### config.mk
export PLATFORM = sky130hd
export DESIGN_NAME = rx_chmod_integ_dump
export DESIGN_NICKNAME = d
export VERILOG_FILES = /design/src/rtl/rx_chmod_integ_dump.sv
export SDC_FILE = /design/constraint.sdc
export NUM_CORES = 1
export LEC_CHECK = 0
export ABC_AREA = 1
export CORE_MARGIN = 2
export CORE_UTILIZATION = 40
export CTS_BUF_LIST = sky130_fd_sc_hd__clkbuf_16
export CTS_CLUSTER_DIAMETER = 30
export DETAILED_ROUTE_END_ITERATION = 12
export SLEW_MARGIN = 20
export SYNTH_ARGS = -nofsm -noshare
export SYNTH_HDL_FRONTEND = slang
export SYNTH_SLANG_ARGS = --single-unit
### constraint.sdc
create_clock -name i_clock -period 7.08 [get_ports i_clock]
set_input_delay 1.416 -clock i_clock [delete_from_list [all_inputs] [get_ports i_clock]]
set_output_delay 1.416 -clock i_clock [all_outputs]
set_load 0.02 [all_outputs]
### src/rtl/rx_chmod_integ_dump.sv
// Integrate-and-dump decimator for channel-modulator I/Q samples.
// Sums 2^k samples per window and emits the rounded mean two cycles later.
module rx_chmod_integ_dump #(
    parameter int WIDTH          = 16,
    parameter int MAX_LOG2_DECIM = 4
) (
    input  logic                    i_clock,
    input  logic                    i_reset,
    input  logic signed [WIDTH-1:0] i_inph,
    input  logic signed [WIDTH-1:0] i_quad,
    input  logic                    i_inph_oflow,
    input  logic                    i_quad_oflow,
    input  logic                    i_valid,
    input  logic [2:0]              i_log2_decim,
    input  logic                    i_log2_decim_valid,
    output logic signed [WIDTH-1:0] o_inph,
    output logic signed [WIDTH-1:0] o_quad,
    output logic                    o_inph_oflow,
    output logic                    o_quad_oflow,
    output logic                    o_valid
);

    localparam int AW   = WIDTH + MAX_LOG2_DECIM;
    localparam int CW   = MAX_LOG2_DECIM;
    localparam int KCAP = (MAX_LOG2_DECIM > 7) ? 7 : MAX_LOG2_DECIM;
    localparam logic [2:0] KMAX = 3'(KCAP);

    logic [2:0]           k;
    logic [CW-1:0]        cnt;
    logic signed [AW-1:0] acc_i;
    logic signed [AW-1:0] acc_q;
    logic                 sticky_i;
    logic                 sticky_q;

    logic                 a_valid;
    logic [2:0]           a_k;
    logic signed [AW-1:0] a_i;
    logic signed [AW-1:0] a_q;
    logic                 a_oi;
    logic                 a_oq;

    logic [2:0]           k_eff;
    logic [CW-1:0]        base_cnt;
    logic [CW-1:0]        last_idx;
    logic signed [AW-1:0] base_i;
    logic signed [AW-1:0] base_q;
    logic                 base_si;
    logic                 base_sq;
    logic signed [AW-1:0] sum_i;
    logic signed [AW-1:0] sum_q;
    logic                 is_last;

    logic signed [AW-1:0] half;
    logic signed [AW-1:0] rnd_i;
    logic signed [AW-1:0] rnd_q;

    // A config load discards the partial window, so the incoming sample
    // (if any) becomes sample 0 under the new exponent.
    always_comb begin
        k_eff    = k;
        base_cnt = cnt;
        base_i   = acc_i;
        base_q   = acc_q;
        base_si  = sticky_i;
        base_sq  = sticky_q;
        if (i_log2_decim_valid) begin
            k_eff    = (i_log2_decim > KMAX) ? KMAX : i_log2_decim;
            base_cnt = '0;
            base_i   = '0;
            base_q   = '0;
            base_si  = 1'b0;
            base_sq  = 1'b0;
        end
        sum_i    = base_i + {{CW{i_inph[WIDTH-1]}}, i_inph};
        sum_q    = base_q + {{CW{i_quad[WIDTH-1]}}, i_quad};
        last_idx = (CW'(1) << k_eff) - CW'(1);
        is_last  = i_valid && (base_cnt == last_idx);
    end

    // Window accumulation and hand-off of completed sums into stage A.
    always_ff @(posedge i_clock or posedge i_reset) begin
        if (i_reset) begin
            k        <= '0;
            cnt      <= '0;
            acc_i    <= '0;
            acc_q    <= '0;
            sticky_i <= 1'b0;
            sticky_q <= 1'b0;
            a_valid  <= 1'b0;
            a_k      <= '0;
            a_i      <= '0;
            a_q      <= '0;
            a_oi     <= 1'b0;
            a_oq     <= 1'b0;
        end else begin
            k       <= k_eff;
            a_valid <= is_last;
            if (is_last) begin
                a_i      <= sum_i;
                a_q      <= sum_q;
                a_k      <= k_eff;
                a_oi     <= base_si | i_inph_oflow;
                a_oq     <= base_sq | i_quad_oflow;
                acc_i    <= '0;
                acc_q    <= '0;
                cnt      <= '0;
                sticky_i <= 1'b0;
                sticky_q <= 1'b0;
            end else if (i_valid) begin
                acc_i    <= sum_i;
                acc_q    <= sum_q;
                cnt      <= base_cnt + CW'(1);
                sticky_i <= base_si | i_inph_oflow;
                sticky_q <= base_sq | i_quad_oflow;
            end else begin
                acc_i    <= base_i;
                acc_q    <= base_q;
                cnt      <= base_cnt;
                sticky_i <= base_si;
                sticky_q <= base_sq;
            end
        end
    end

    // Round-half-up bias uses the exponent captured with the stage A sum.
    always_comb begin
        half = '0;
        if (a_k != 3'd0) begin
            half = {{(AW-1){1'b0}}, 1'b1} << (a_k - 3'd1);
        end
        rnd_i = a_i + half;
        rnd_q = a_q + half;
    end

    // Output register: updates only on a stage A result, holds otherwise.
    always_ff @(posedge i_clock or posedge i_reset) begin
        if (i_reset) begin
            o_inph       <= '0;
            o_quad       <= '0;
            o_inph_oflow <= 1'b0;
            o_quad_oflow <= 1'b0;
            o_valid      <= 1'b0;
        end else begin
            o_valid <= a_valid;
            if (a_valid) begin
                o_inph       <= WIDTH'(rnd_i >>> a_k);
                o_quad       <= WIDTH'(rnd_q >>> a_k);
                o_inph_oflow <= a_oi;
                o_quad_oflow <= a_oq;
            end
        end
    end

endmodule

* Yosys cells after proc, flatten, opt, wreduce, memory -nomap -nowiden
Index checks and enable logic that the tools add are counted.
** Word-level totals
- Register bits after elaboration :: 130
- Input port bits :: 41
- Logic and storage cells :: 52
** Cells by class
- Bitwise logic cells :: 2
- $add $sub $neg :: 7
- Eq/ne operators :: 1
- Reductions and logical operators :: 2
- Mux-type cells :: 18
- Order comparisons :: 1
- Shifts and indexed selects :: 4
** Operator list (number)
- $mux W20 :: 7
- $add A20 B20 Y20 :: 4
- $sshr A20 B3 Y16 :: 2
- $shl A1 B3 Y20 const A :: 1
- $mux W4 :: 3
- $mux W1 :: 6
- $mux W3 :: 2
- $add A4 B1 Y4 const B :: 1
- $eq A4 B4 Y1 :: 1
- $shl A1 B3 Y4 const A :: 1
- $sub A4 B2 Y4 const B :: 1
- $gt A3 B3 Y1 const B :: 1
- $reduce_bool A3 Y1 :: 1
- $sub A3 B1 Y3 const B :: 1
- $or A1 B1 Y1 :: 2
- $logic_and A1 B1 Y1 :: 1

* Logic depth before layout (Yosys ltp)
Gate-level depths: netlist of the first run.
- Word-level depth :: 8
- Depth in mapped cells :: 22

* Least setup slack after synthesis of the first run
No wires, ideal clock.
- Kind :: input to register
- Start point :: input i_log2_decim_valid
- End point :: register a_i[16]
- Required time :: 6.947 ns
- Setup slack :: 3.403 ns
- Stages :: 12
- Library setup time :: 0.133 ns
- Arrival :: 3.544 ns
- Buffers on the path :: 2
- Cells stage by stage :: buf_2 clkbuf_1 nor2_1 ha_1 nand2_1 o21ai_0 a21oi_1 o21ai_0 a21oi_1 o21a_1 xor2_1 o21ai_0
** Between the ends
- Word-level cells in the longest chain between the ends :: 5
- Elaborated cells between the ends (all ways) :: 8
- Those cells by class :: 2 x add/sub; 1 x eq/ne; 1 x shift; 3 x mux; 1 x reduce/logical
** RTL lines
- start, declared :: RTL line 15 : input logic i_log2_decim_valid,
- $mux W3 :: RTL line 66 : if (i_log2_decim_valid) begin
- $shl A1 B3 Y4 :: RTL line 76 : last_idx = (CW'(1) << k_eff) - CW'(1);
- $sub A4 B2 Y4 :: RTL line 76
- $eq A4 B4 Y1 :: RTL line 77 : is_last = i_valid && (base_cnt == last_idx);
- $logic_and A1 B1 Y1 :: RTL line 77
- end signal, assigned :: RTL line 99 : a_i <= sum_i;
- end, declared :: RTL line 37 : logic signed [AW-1:0] a_i;
Several ways; a longest one is shown, not always the timed one.
A chain may end at the register's enable or synchronous reset.

* Worst setup path in the final report of the first run
- Start point :: input i_log2_decim_valid
- End point :: register a_oi
** Between the ends
- Word-level cells in the longest chain between the ends :: 5
- Elaborated cells between the ends (all ways) :: 8
- Those cells by class :: 1 x add/sub; 1 x eq/ne; 1 x shift; 3 x mux; 1 x bitwise; 1 x reduce/logical
** RTL lines
- $mux W3 :: RTL line 66
- named net k_eff[1] :: RTL line 42 : logic [2:0] k_eff;
- $shl A1 B3 Y4 :: RTL line 76
- $sub A4 B2 Y4 :: RTL line 76
- $eq A4 B4 Y1 :: RTL line 77
- $logic_and A1 B1 Y1 :: RTL line 77
- end signal, assigned :: RTL line 102 : a_oi <= base_si | i_inph_oflow;
- end, declared :: RTL line 39 : logic a_oi;
The timed path passes the listed nets, and every way through them passes these cells.

==> metrics.txt, run 1 <==
status=finished clean; clock tree buffer depth=2; Clock Root Buffer=clkbuf_16; WL/cell=15.3 microns; most frequent cells in the layout=400 x nand2_1, 256 x nand3_1, 148 x inv_1, 134 x nor2_1, 129 x dfrtp_1; # IOs=76; share of cells above drive strength 1=6.70%; dpl ws=2360 ps; remaining routing DRC violations=0; WL met1=14,900 microns; Post-Place Cells=1,915; max incr delay on CP=490 ps; Max Transition Viols Final=0; startpoint types=primary input; final worst slack=2820 ps; ys flop type=dfrtp_1; final setup violating endpoints=0; DR WL met3=1330 microns; CP max FO=42; final WL=29,700 microns; reg-to-reg slack, setup=3370 ps; DRT Pass-1 Iters=5; Synth async-reset ratio=100%; vias=10,400; Req. time, crit path=7420 ps; Post-synth EDFFs=0; Reg clk slew, reported paths=60 ps; max_cap viols=0; initial antenna violation count=0; period utilisation layout=60.1%; post-layout minimum cycle time=4260 ps; post_cts resized=0; core footprint=0.0258 sq mm; pwr dens=372 mW/mm^2; Final ANT Viol Nets=0; global-route wire length before repair=49,400 microns; post-route insts no fill=1,947; Final GP Congestion=0.911; CP cell instances=clkdlybuf4s50_1 -> buf_4 -> o22ai_2 -> inv_1 -> nand2_1 -> ha_1 -> o21ai_0 -> a211oi_1 -> o21ai_1 -> a21oi_1 -> nand2_1 -> inv_2 -> buf_12 -> o21ai_0 -> o21ai_0; Yosys reg bits=130; H-Tree Depth=4; Rows=59; hold endpoint=o_inph[3]; critical path's slowest cell=clkdlybuf4s50_1; Setup crit end kind=register; most common cell after layout, fill and taps aside=nand2_1; Sink Count=130; metal2 WL=13,200 microns; RSZ-0062 raised after global routing=no; post-synthesis sequential area ratio=31.2%; cell mode on critical path=o21ai_0; worst skew pair latency=430 ps; Port Buffer Count=75; IR drop worst, VDD=0.000204 V; Static Leak=5.80 nW; Vias/cell=5.32; Congestion Overflow GR=0; clock share of power=20.7%; Yosys cell types=53; placed inst area=0.0114 sq mm; combinational share of power=52.3%; Final Hold Viols=0; Post-CTS Setup Repair Bufs=0; Avg Inst Size Synth=6.70 sq um; Seq pwr share=27.0%; worst hold start=o_inph[3]; filler cell count in the final layout=2,782; f_max=235 MHz; Worst Hold Slack=476 ps; total die area=0.0273 sq mm; Synth warnings=0; clk_skew=15.7 ps; Initial Utilization=40.3%; Final Instance Area=0.0120 sq mm; Final Net Count=1,690; Critical R2R Capture=o_inph[10]; vias in the first global route=9,778; internal power=0.00239 W; Die H=165 microns; Tot GR Track Use=22.7%; DP HPWL=22,300 microns; Worst EP arrival=4600 ps; Psw=0.00208 W; Area Growth Syn to Fin=15.2%; Switching Share=46.6%; largest net degree at the start of global routing=74; Setup TNS=0 ps; Hold/Removal Path Class=register to register; r2r worst-path depth=16; ANT cells=0; Syn Std Cell Area=0.0104 sq mm; Max Used Layer=met4; 1st-iter DRT viols=763; Mapped Cells=1,554; cts hold-fix bufs=0; WS Path Type=primary input to register; CTS Buf Count=17; reg-to-reg startpoint=a_k[0]; Worst Max-Slew Pin Slew=991 ps; die width=165 microns; hold depth=2; CTS tree=yes; slew margin rel.=33.6%
## layout make-up
| cell class | count | area [sq um] | area share, % |
|---|---|---|---|
| repair buffers | 85 | 833 | 6.94 |
| flip-flops and latches | 130 | 3250 | 27.1 |
| clock buffers | 17 | 425 | 3.55 |
| clock inverters | 15 | 180 | 1.50 |
| inverters | 157 | 597 | 4.97 |
| well taps | 335 | 419 | 3.49 |
| multi-input cells | 1208 | 6290 | 52.4 |
## synthesized netlist by cell type (all sizes together) (3+ instances only)
| cell type | count | area [sq um] |
|---|---|---|
| o31ai | 4 | 30.0 |
| a21oi | 79 | 399 |
| a21boi | 5 | 45.0 |
| or2 | 3 | 18.8 |
| a31oi | 5 | 31.3 |
| dfrtp | 130 | 3250 |
| xor2 | 26 | 228 |
| o21ai | 95 | 487 |
| nor3 | 18 | 100 |
| o21bai | 3 | 22.5 |
| nor4 | 4 | 25.0 |
| nor2 | 144 | 576 |
| buf | 35 | 190 |
| clkbuf | 25 | 93.8 |
| nand2 | 421 | 1630 |
| inv | 155 | 584 |
| nand3 | 266 | 1390 |
| ha | 48 | 601 |
| nand4 | 19 | 125 |
| xnor2 | 20 | 175 |
| a21o | 4 | 30.0 |
| o21a | 3 | 22.5 |
| nand3b | 8 | 60.1 |
| a211oi | 7 | 72.6 |
| o211ai | 12 | 90.1 |
## power groups by stage
stage          Clock (W)  Combinational [W]  Sequential (W)
6_report        0.000927            0.00234         0.00121
5_1_grt         0.000981            0.00264         0.00124
4_1_cts         0.000944            0.00233         0.00120
3_5_place_dp           0            0.00232         0.00122
3_3_place_gp           0            0.00231         0.00121
2_1_floorplan          0            0.00157         0.00128
## registers in the layout (all words and copies together), names as in the netlist
signal	count
a_oi	1
o_valid	1
sticky_i	1
o_inph_oflow	1
a_i	20
o_inph	16
a_k	3
acc_q	20
k	3
a_valid	1
acc_i	20
a_oq	1
o_quad	16
a_q	20
o_quad_oflow	1
sticky_q	1
cnt	4
## worst max path at each step
stage                  startpoint      end  slack (ps)  cells after the start
5_1_grt        i_log2_decim_valid     a_oq        2490                     16
2_1_floorplan             i_reset   a_i[0]        2190                      1
3_5_place_dp   i_log2_decim_valid     a_oi        2360                     15
4_1_cts        i_log2_decim_valid     a_oi        2800                     15
6_report       i_log2_decim_valid     a_oi        2820                     15
3_3_place_gp   i_log2_decim_valid  a_i[15]        2380                     15
## per-stage QoR
stage          power, W  util [%]
6_report        0.00447      46.4
3_5_place_dp    0.00353      44.1
5_1_grt         0.00486      46.4
4_1_cts         0.00448      46.4
3_3_place_gp    0.00352      44.1
2_1_floorplan   0.00285         -
## kinds of logic (layout without fill, tap and decap cells)
logic type	count (synthesis)	after routing	synth area share, %
other	1	2	0.0360
xor gates and xnor gates	46	46	3.87
buffers and inverters	217	274	8.41
AOI/OAI and AO/OA	222	222	12.3
DFF	130	130	31.2
adders and majority gates	50	50	6.15
and+or+nand+nor	888	888	38.0
## critical path: cells and delay by family
family                     cells  cell delay [ps]
and+or+nand+nor                2              190
adders and majority gates      1              300
buffers and inverters          5             1770
AOI/OAI and AO/OA              7              900
## metal layers
layer / vias up / track usage, %
met5: - / 0
met1: 4828 / 33.8
met4: 0 / 4.19
met2: 260 / 35.5
li1: 5254 / -
met3: 20 / 3.07
Power figures use the tool's default switching activity.
==> run 2: changes to the inputs <==
clock period = 3.9 ns   (was 7.08 ns; I/O delays follow)
==> metrics.txt, run 2 (synthesis gave the netlist of run 1 again) <==
clock tree buffer depth=2; vias in the first global route=9,758; max_cap viols=0; dpl ws=172 ps; clk_skew=15.3 ps; Setup crit end kind=register; # IOs=76; Die H=165 microns; Tot GR Track Use=23.0%; remaining routing DRC violations=0; global-route wire length before repair=50,100 microns; most frequent cells in the layout=400 x nand2_1, 256 x nand3_1, 148 x inv_1, 134 x nor2_1, 129 x dfrtp_1; Clock Root Buffer=clkbuf_16; pwr dens=671 mW/mm^2; CTS Buf Count=17; IR drop worst, VDD=0.000322 V; 1st-iter DRT viols=802; initial antenna violation count=0; die width=165 microns; cts hold-fix bufs=0; total die area=0.0273 sq mm; Initial Utilization=40.3%; Finished Core Util=46.8%; Vias/cell=5.27; final WL=30,300 microns; Max Transition Viols Final=0; CP max FO=57; DRT Pass-1 Iters=5; WS Path Type=primary input to register; Setup TNS=0 ps; f_max=303 MHz; post_cts resized=0; startpoint types=primary input; DP HPWL=23,200 microns; Sink Count=130; Req. time, crit path=4260 ps; Worst EP arrival=3660 ps; Final Net Count=1,704; Static Leak=5.86 nW; Port Buffer Count=75; Worst Max-Slew Pin Slew=983 ps; post-layout minimum cycle time=3300 ps; period utilisation layout=84.7%; largest net degree at the start of global routing=62; Reg clk slew, reported paths=70 ps; Rows=59; final setup violating endpoints=0; WL/cell=15.4 microns; core footprint=0.0258 sq mm; Final GP Congestion=0.926; ANT cells=0; RSZ-0062 raised after global routing=no; Final Hold Viols=0; Hold/Removal Path Class=register to register; final worst slack=598 ps; Congestion Overflow GR=0; CTS tree=yes; share of cells above drive strength 1=7.38%; H-Tree Depth=4; Post-CTS Setup Repair Bufs=0; most common cell after layout, fill and taps aside=nand2_1; Area Growth Syn to Fin=16.2%; vias=10,300; worst skew pair latency=430 ps; Final ANT Viol Nets=0; status=finished clean; slew margin rel.=34.1%
run 2: changes by cell type in the layout (fill, tap and decap cells not counted):
| cell | before | now |
|---|---|---|
| bufinv_16 | 3 | 2 |
| clkinv_2 | 2 | 1 |
| buf_12 | 1 | 3 |
| clkinv_1 | 3 | 5 |
| buf_4 | 9 | 21 |
run 2: routing by layer:
metal	vias to the layer above	GRT usage [%]	routed length (microns)	part of all wire, %
met3	22	2.72	1120	3.7
met5	-	0	0	0
li1	5274	-	-	-
met2	247	35.5	13000	43
met1	4799	34.7	15800	52
met4	0	4.58	326	1.1
run 2: final timing paths:
path | start | endpoint | slack (ps) | cells past startpoint
worst min-delay path | o_quad[6] | o_quad[6] | 480 | 2
max in group asynchronous | i_reset | a_i[4] | 2180 | 3
worst min register to register | o_quad[6] | o_quad[6] | 480 | 2
worst max-delay path | i_log2_decim_valid | acc_i[15] | 600 | 17
worst max register to register | a_k[2] | o_quad[11] | 790 | 15
min in group asynchronous | i_reset | k[0] | 870 | 2
run 2: cell type report:
class | instances | area [sq um]
Fill cell | 2713 | 13700
Multi-Input combinational cell | 1208 | 6290
Sequential cell | 130 | 3250
Timing Repair Buffer | 99 | 963
Inverter | 157 | 596
Clock buffer | 17 | 425
Tap cell | 335 | 419
Clock inverter | 15 | 154
run 2: critical path, cell delays in order:
cell	delay (ps)
clkdlybuf4s50_1	540
inv_2	60
nor2_1	120
inv_1	90
o21ai_2	90
inv_2	60
nor2_1	130
nand2_1	100
ha_1	310
o21ai_0	190
a211oi_1	70
o21ai_1	80
a21oi_1	50
nand2_1	140
buf_4	480
o21ai_0	180
a31oi_1	160
run 2: where the power goes:
part / total, W / internal [W] / switching (W) / leakage (nW)
Combinational: 0.00430 / 0.00153 / 0.00277 / 4.04
Sequential: 0.00220 / 0.00183 / 0.000372 / 1.54
Clock: 0.00162 / 0.000946 / 0.000677 / 0.282
Total: 0.00812 / 0.00430 / 0.00382 / 5.86
run 2: metrics by stage:
stage	instances	cell area (sq um)	total power (W)	hold slack, ps
2_1_floorplan	1555	10400	0.00517	352
6_report	1961	12100	0.00812	476
3_5_place_dp	1929	11500	0.00647	465
4_1_cts	1961	12100	0.00811	482
5_1_grt	1961	12100	0.00880	489
3_3_place_gp	1929	11500	0.00643	463
==> run 3: changes to the inputs <==
clock period = 2.9 ns   (was 3.9 ns; I/O delays follow)
==> metrics.txt, run 3 (synthesis gave the netlist of run 1 again) <==
max incr delay on CP=410 ps; Reg clk slew, reported paths=60 ps; core footprint=0.0258 sq mm; Clock Root Buffer=clkbuf_16; WS Path Type=primary input to register; final setup violating endpoints=0; metal2 WL=13,400 microns; Setup crit end kind=register; Final Instance Area=0.0134 sq mm; vias=10,900; Final Net Count=1,851; clk_skew=11.0 ps; Req. time, crit path=3180 ps; RSZ-0062 raised after global routing=no; DR WL met3=1280 microns; placed inst area=0.0126 sq mm; CP max FO=54; Area Growth Syn to Fin=28.4%; Port Buffer Count=75; Rows=59; initial antenna violation count=0; Max Transition Viols Final=0; Final ANT Viol Nets=0; share of cells above drive strength 1=16.0%; H-Tree Depth=4; die width=165 microns; total die area=0.0273 sq mm; most frequent cells in the layout=399 x nand2_1, 255 x nand3_1, 160 x buf_4, 148 x inv_1, 131 x nor2_1; f_max=367 MHz; vias in the first global route=10,200; WL/cell=14.8 microns; cts hold-fix bufs=0; critical path's slowest cell=clkdlybuf4s50_1; final worst slack=178 ps; post-route insts no fill=2,108; Final GP Congestion=0.890; Vias/cell=5.16; IR drop worst, VDD=0.000450 V; dpl ws=-536 ps; remaining routing DRC violations=0; Worst EP arrival=3000 ps; # IOs=76; CTS Buf Count=17; Final Hold Viols=0; DP HPWL=24,300 microns; clock tree buffer depth=2; Initial Utilization=40.3%; pwr dens=860 mW/mm^2; CP cell instances=clkdlybuf4s50_1 -> nor2_2 -> inv_1 -> o21ai_2 -> inv_2 -> nor2_1 -> nand2_1 -> ha_1 -> nand2_1 -> o21ai_0 -> a211oi_1 -> o21ai_1 -> a21oi_1 -> nand2_2 -> buf_12 -> o21ai_0 -> a31oi_1; slew margin rel.=52.3%; most common cell after layout, fill and taps aside=nand2_1; Die H=165 microns; Setup TNS=0 ps; max_cap viols=0; Max Used Layer=met4; largest net degree at the start of global routing=62; DRT Pass-1 Iters=5; Tot GR Track Use=23.6%; Hold/Removal Path Class=register to register; WL met1=15,900 microns; startpoint types=primary input; 1st-iter DRT viols=839; CTS tree=yes; worst skew pair latency=430 ps; post-layout minimum cycle time=2720 ps; Post-CTS Setup Repair Bufs=0; period utilisation layout=93.9%; Congestion Overflow GR=0; worst path bufs/invs=4; global-route wire length before repair=51,300 microns; Static Leak=6.64 nW; status=finished clean; Post-Place Cells=2,074; Worst Max-Slew Pin Slew=715 ps; delay-heaviest family, CP=compound AO/OA/AOI/OAI gates; ANT cells=0; Sink Count=130; final WL=31,200 microns
run 3: routing by layer:
layer  vias up  global-route usage, %
met2       255                   35.9
met5         -                      0
met1      5003                   35.4
met3        38                   2.57
met4         0                   6.70
li1       5572                      -
run 3: area by class of cell:
type | count | area [sq um]
clock buffer | 17 | 425
clock inverter | 15 | 178
multi-input combinational | 1208 | 6350
tap | 335 | 419
fill | 2650 | 12500
timing repair buffer | 246 | 2140
sequential | 130 | 3260
inverter | 157 | 601
run 3: path summary, 6_finish.rpt:
| path | from | end | slack (ps) | cells past startpoint |
|---|---|---|---|---|
| max | i_log2_decim[2] | acc_q[15] | 180 | 17 |
| min | o_quad[9] | o_quad[9] | 480 | 2 |
| max reg2reg | a_k[2] | o_quad[15] | 250 | 19 |
| min reg2reg | o_quad[9] | o_quad[9] | 480 | 2 |
| max in group asynchronous | i_reset | a_k[2] | 1610 | 3 |
| min in group asynchronous | i_reset | a_q[14] | 620 | 2 |
run 3: report_power, final:
group	internal (W)	switching (W)
registers	0.00246	0.000508
logic	0.00248	0.00379
clock network	0.00136	0.000898
total	0.00630	0.00520
run 3: through the flow:
step                      power [W]  util (%)  hold WS [ps]
after floorplan             0.00696         -           352
after global placement      0.00910      48.9           462
after detailed placement    0.00917      48.9           465
after CTS                    0.0115      51.4           480
after global routing         0.0125      51.8           500
final                        0.0115      51.8           475
run 3: worst min-delay path, stage by stage, from the launching register on:
cell	delay, ps
dfrtp_1	340
nand2_1	50
nand2_1	50
run 3: timing repair:
item                                    CTS  global route
endpoints found under the hold margin     0             0
pin swaps                                 3             1
endpoints found under the setup margin   38           113
gates cloned                              1             1
resized for setup                         4            26
